`src/rtl/logic_op_issuer.sv`:
```
// logic_op_issuer: FIFO-buffered request sequencer for the 2-bit-select logic unit.
// Define LOGIC_OP_CHECK_EN to add the err_sticky result checker.
module logic_op_issuer #(
    parameter int DATA_W = 4,
    parameter int DEPTH  = 4
) (
    input  logic                    clk,
    input  logic                    resetn,
    input  logic                    req_valid,
    output logic                    req_ready,
    input  logic [DATA_W-1:0]       req_a,
    input  logic [DATA_W-1:0]       req_b,
    input  logic [1:0]              req_sel,
    output logic [DATA_W-1:0]       alu_a,
    output logic [DATA_W-1:0]       alu_b,
    output logic [1:0]              alu_sel,
    input  logic [DATA_W-1:0]       alu_result,
    output logic                    rsp_valid,
    input  logic                    rsp_ready,
    output logic [DATA_W-1:0]       rsp_result,
    output logic [1:0]              rsp_sel,
`ifdef LOGIC_OP_CHECK_EN
    output logic                    err_sticky,
`endif
    output logic [$clog2(DEPTH):0]  count
);
    localparam int AW = $clog2(DEPTH);
    localparam logic [AW:0] FULL = DEPTH[AW:0];
    logic [DATA_W-1:0] mem_a [DEPTH];
    logic [DATA_W-1:0] mem_b [DEPTH];
    logic [1:0]        mem_sel [DEPTH];
    logic [AW-1:0]     wr_ptr, rd_ptr;
    logic              push, pop, nonempty;
    always_comb begin
        nonempty  = count != '0;
        req_ready = count != FULL;
        push      = req_valid & req_ready;
        pop       = nonempty & (!rsp_valid | rsp_ready);
        alu_a     = nonempty ? mem_a[rd_ptr] : '0;
        alu_b     = nonempty ? mem_b[rd_ptr] : '0;
        alu_sel   = nonempty ? mem_sel[rd_ptr] : '0;
    end
    // Storage carries no reset; occupancy and pointers alone define validity.
    always_ff @(posedge clk) begin
        if (push) begin
            mem_a[wr_ptr]   <= req_a;
            mem_b[wr_ptr]   <= req_b;
            mem_sel[wr_ptr] <= req_sel;
        end
    end
    always_ff @(posedge clk) begin
        if (!resetn) begin
            count      <= '0;
            wr_ptr     <= '0;
            rd_ptr     <= '0;
            rsp_valid  <= 1'b0;
            rsp_result <= '0;
            rsp_sel    <= '0;
        end else begin
            count <= count + (AW+1)'(push) - (AW+1)'(pop);
            if (push) wr_ptr <= wr_ptr + 1'b1;
            if (pop) begin
                rd_ptr     <= rd_ptr + 1'b1;
                rsp_result <= alu_result;
                rsp_sel    <= alu_sel;
                rsp_valid  <= 1'b1;
            end else if (rsp_ready) begin
                rsp_valid  <= 1'b0;
            end
        end
    end
`ifdef LOGIC_OP_CHECK_EN
    logic [DATA_W-1:0] golden;
    always_comb
        golden = alu_sel == 2'b00 ? alu_a & alu_b :
                 alu_sel == 2'b01 ? alu_a | alu_b :
                 alu_sel == 2'b10 ? alu_a ^ alu_b : ~alu_a;
    always_ff @(posedge clk) begin
        if (!resetn) err_sticky <= 1'b0;
        else if (pop && alu_result != golden) err_sticky <= 1'b1;
    end
`endif
endmodule

```
`config.mk`:
```
export PLATFORM = sky130hd
export DESIGN_NAME = logic_op_issuer
export DESIGN_NICKNAME = d
export VERILOG_FILES = /design/src/rtl/logic_op_issuer.sv
export SDC_FILE = /design/constraint.sdc
export NUM_CORES = 1
export LEC_CHECK = 0
export CELL_PAD_IN_SITES_DETAIL_PLACEMENT = 1
export CELL_PAD_IN_SITES_GLOBAL_PLACEMENT = 1
export CORE_MARGIN = 2
export CORE_UTILIZATION = 39
export DETAILED_ROUTE_END_ITERATION = 8
export PLACE_DENSITY = 0.77
export SLEW_MARGIN = 20
export SYNTH_ARGS = -nofsm -noshare
export SYNTH_HDL_FRONTEND = slang
export SYNTH_SLANG_ARGS = --single-unit
```
`constraint.sdc`:
```
create_clock -name clk -period 2.4 [get_ports clk]
set_input_delay 0.72 -clock clk [delete_from_list [all_inputs] [get_ports clk]]
set_output_delay 0.72 -clock clk [all_outputs]
set_load 0.01 [all_outputs]
```
Yosys cells after proc, flatten, opt, wreduce, memory -nomap -nowiden
Memories as Yosys holds them, arrays and structs flattened. A register that Yosys moved wholly into a read port is not among the register bits.
Index checks and enable logic that the tools add are counted.
{"block": "word_totals", "register_bits": 14, "latch_bits": 0, "ramBits": 40, "romBits": 0, "in_bits": 18, "out_inout_bits": 21, "elab_cells": 33, "mem_count": 3}
{"memory": "mem_a", "words": 4, "width": 4, "rd": 1, "rd_clocked_by_memory_dff": 1, "wr": 1, "line": "29", "source": "logic [DATA_W-1:0] mem_a [DEPTH];"}
{"memory": "mem_b", "words": 4, "width": 4, "rd": 1, "rd_clocked_by_memory_dff": 1, "wr": 1, "line": "30", "source": "logic [DATA_W-1:0] mem_b [DEPTH];"}
{"memory": "mem_sel", "words": 4, "width": 2, "rd": 1, "rd_clocked_by_memory_dff": 1, "wr": 1, "line": "31", "source": "logic [1:0] mem_sel [DEPTH];"}
{"block": "classes", "add_sub_neg": 4, "n_mul": 0, "div_mod_pow": 0, "n_lt_le_gt_ge": 0, "eq_ne": 1, "n_shift": 0, "muxes": 13, "n_bitwise": 3, "reduce_logical": 3}
{"op": "two-way mux 2 bit", "n": 7}
{"op": "two-way mux 4 bit", "n": 2}
{"op": "adder 2 x 1 -> 2 bit (second input constant)", "n": 2}
{"op": "two-way mux 1 bit", "n": 4}
{"op": "adder 3 x 1 -> 3 bit", "n": 1}
{"op": "inequality test 3 bit (second input constant)", "n": 1}
{"op": "nonzero test 3 bit", "n": 1}
{"op": "subtractor 3 x 1 -> 3 bit", "n": 1}
{"op": "bitwise AND 1 bit", "n": 2}
{"op": "nonzero test 2 bit", "n": 1}
{"op": "zero test 1 bit", "n": 1}
{"op": "bitwise OR 1 bit", "n": 1}

Depth between registers and ports, before layout
{"block": "depth", "word_depth": 5, "mapped_depth": 11, "mapped_depth_nobuf": 10}

Least setup slack after synthesis
No wires, ideal clock.
{"block": "synth_path", "path_type": "input to register", "startpoint": "input port rsp_ready", "endpoint": "register count[2]", "setup_time_ns": 0.078, "arrival_time_ns": 2.310, "required_ns": 2.322, "slack_ns": 0.012, "cell_stages": 10, "path_buffers": 0, "path_cell_list": "nor2b_1 -> nor2_1 -> ha_1 -> inv_1 -> ha_1 -> inv_1 -> fa_1 -> xor2_1 -> and2_1 -> nor3_1"}
{"block": "synth_via", "elab_chain_len": 3}
{"element": "start, declared", "line": "19", "source": "input logic rsp_ready,"}
{"element": "bitwise OR 1 bit", "line": "38", "source": "pop = nonempty & (!rsp_valid | rsp_ready);"}
{"element": "bitwise AND 1 bit", "line": "38"}
{"element": "named net pop", "line": "33", "source": "logic push, pop, nonempty;"}
{"element": "subtractor 3 x 1 -> 3 bit", "line": "60", "source": "count <= count + (AW+1)'(push) - (AW+1)'(pop);"}
{"element": "end signal, assigned", "line": "60"}
{"element": "end, declared", "line": "25", "source": "output logic [$clog2(DEPTH):0] count"}
The timed path passes the listed nets, and every way through them passes these cells.
A chain may end at the register's enable or synchronous reset.

==> reports/metrics.yaml <==
run_status:
  status: "complete, no violations"
power_and_ir_drop:
  pwr-share-seq_pct: 39.8
  powerDensity_nw_per_um2: 1100
  p_int_mw: 2.21
  p_leak_nw: 1.06
  p_sw_mw: 0.979
  swShare_pct: 30.7
  total_power_mw: 3.19
  combinationalPowerShare_pct: 41.7
  peakVddDrop_uv: 487
  power_frac_clock_pct: 18.4
cts:
  clk_pin_slew_ns: 0.10
  cts_tree: "done"
  clock-sinks: 56
  cts_made_buffers: 5
  clock-root-buffer: "clkbuf_8"
  clk_latency_ns: 0.30
  cts_htree_levels: 2
  clk_path_buf_depth: 2
routing:
  ant_nets: 0
  drt-total-wl_mm: 4.86
  wl_per_cell_um: 17.9
  drcViolationCount: 0
  via_count: 1363
  drtIter0Drc: 63
  vias_per_cell: 5.03
  dr.pass1.iters: 4
global_routing:
  grt_max_degree: 17
  grt_pass1_wl_mm: 7.62
  grt_usage_pct: 15.9
  grt_pass1_vias: 1532
  grt_overflow_total: 0
  antenna_found_initial: 0
sta:
  whs_ns: 0.488
  finalCritPeriodShare_pct: 99.7
  worstMarginPinSlew_ns: 0.520
  final.min_clock_period_ns: 2.39
  fin_skew_ns: 0.00484
  setup_viol_count_final: 0
  relSlewSlack_pct: 65.3
  drv_slew: 0
  rsz0062_at_grt: "true"
  hold_viol: 0
  fmax_ghz: 0.418
min_path:
  hold_start: "rsp_result[0]"
  hold-path-endpoint: "rsp_result[0]"
  hold_depth: 2
  worstHoldPathType: "reg2reg"
floorplan:
  start_util_pct: 40.7
  top_level_ports: 39
  dieArea_um2: 6410
  die_w_um: 80.1
  die-height_um: 80.1
  core_um2: 5540
  placementRows: 27
worst_setup_path:
  slowest_delay_ns: 0.47
  arrival_ns: 1.67
  r2r_end: "count[2]"
  r2r_slack_ns: 0.14
  worstPathRequired_ns: 1.68
  slowest_stage: "mux4_2"
  critPathLaunchType: "register"
  endpoint_kind: "output port"
  cp_max_fo: 7
  critical_path_class: "reg2out"
  r2r-start: "count[1]"
  r2r_cells: 11
  crit_path_cell_trace: "buf_12 > buf_4 > mux4_2 > and2_1 > buf_2"
placement:
  gp_congestion: 0.740
  dp_hpwl_mm: 3.36
  place_area_um2: 2770
  place.port_buffers: 38
run:
  drv_cap: 0
synthesis:
  syn-cell-area_um2: 2260
  synth_warnings: 0
  syn_nets: 171
  synth_cell_types: 28
  synth.avg_cell_area_um2: 15.5
  ys_seq_elements: 56
  seq_area_frac_synth_pct: 67.4
  synth_cells: 146
cells_and_area:
  fin_area_um2: 2900
  diodes: 0
  drive_gt1_share_pct: 27.6
  nNetsFinal: 223
  area_growth_pct: 28.3
## routing by layer
layer  global-route usage [%]  up-vias  share of wire [%]
met4                     4.58        0               0.95
met5                        0        -                  0
li1                         -      643                  -
met3                     2.47        5                2.7
met2                     28.7       20                 54
met1                     19.4      695                 42
## cell families (layout without fill, tap and decap cells)
logic type,count (synthesis),count (layout),synth area share [%]
xor+xnor,1,1,0.388
buf+inv,13,66,2.83
fa+ha+maj,7,7,4.21
mux,11,11,10.4
simple gates,38,38,9.92
flops,56,56,67.4
compound gates,20,20,4.82
## power groups by stage
stage	registers (mW)	logic (mW)	clock network, mW
6_report	1.27	1.33	0.589
5_1_grt	1.29	1.46	0.638
4_1_cts	1.27	1.29	0.604
3_5_place_dp	1.29	1.35	0
3_3_place_gp	1.28	1.28	0
2_1_floorplan	1.31	0.695	0
## cell usage in the layout (no fill, tap or decap), types with 2 or more instances in the layout
cell type	netlist	layout
edfxtp_1	40	40
clkdlybuf4s50_1	0	25
dfxtp_1	16	14
buf_4	1	12
and2_1	12	11
mux4_2	10	10
a21oi_1	10	10
buf_2	2	10
nand3_1	9	9
o21ai_0	7	7
ha_1	6	6
inv_1	5	5
clkbuf_8	0	5
and3_2	4	4
nor2_1	3	3
dlygate4sd2_1	0	3
or3_1	2	2
nor3_2	1	2
nand2b_1	2	2
a21o_1	2	2
dfxtp_2	0	2
clkinv_1	0	2
buf_12	0	2
## worst max-delay path by stage
stage               startpoint         end  slack (ns)  cells after the start
floorplan            rsp_ready    count[2]        0.01                     10
global placement     rsp_ready    count[2]       -0.31                     11
detailed placement   rsp_ready    count[2]       -0.50                     11
CTS                   register  alu_sel[0]       -0.07                      4
global route          register    alu_a[1]       -0.05                      5
finish                register    alu_a[2]       0.008                      5
## worst max-delay path, delay by kind of cell, from the launching register on
family	cells	cell delay [ns]
buffers and inverters	3	0.38
flip-flops	1	0.36
multiplexers	1	0.47
AND/OR/NAND/NOR	1	0.17
## final cells by class
class | instances | area, um^2
Inverter | 5 | 18.8
Clock buffer | 5 | 68.8
Fill cell | 573 | 2640
Tap cell | 72 | 90.1
Sequential cell | 56 | 1520
Timing Repair Buffer | 53 | 468
Clock inverter | 3 | 37.5
Multi-Input combinational cell | 77 | 689
## cell usage after synthesis (all sizes together)
master | n | area (um^2)
buf | 4 | 28.8
ha | 6 | 75.1
fa | 1 | 20.0
nand2b | 2 | 12.5
a21oi | 11 | 58.8
nor3 | 2 | 15.0
or3b | 1 | 8.76
mux4 | 10 | 225
clkbuf | 4 | 16.3
nand3 | 9 | 45.0
o21ai | 7 | 35.0
or3 | 2 | 12.5
mux2i | 1 | 10.0
xor2 | 1 | 8.76
dfxtp | 16 | 320
inv | 5 | 18.8
nor2b | 1 | 6.26
nand2 | 2 | 7.51
nor2 | 3 | 11.3
edfxtp | 40 | 1200
and3 | 4 | 30.0
a21o | 2 | 15.0
and2 | 12 | 75.1
## state kept, by name (all words and copies together), names as in the netlist, named ones only
signal and count:
count 3, rd_ptr 2, mem_a 16, rsp_result 4
rsp_sel 2, wr_ptr 2, rsp_valid 1, mem_b 16
mem_sel 8
## timing repair
item | 4_1_cts | 5_1_grt
hold buffers | 0 | 0
gates cloned | 0 | 0
endpoints found under the setup margin | 12 | 5
gates resized for setup | 46 | 6
buffers inserted | 1 | 4
pin swaps | 1 | 1
## stage by stage
step	utilization [%]	setup slack [ns]	setup TNS [ns]	cells
floorplan	-	0.0120	0	146
CTS	51.6	-0.0693	-0.132	267
global route	52.3	-0.0549	-0.309	271
global placement	50.0	-0.314	-0.415	258
finish	52.3	0.00791	0	271
detailed placement	50.0	-0.496	-0.757	258
No activity file was read; power rests on OpenSTA's default activity.
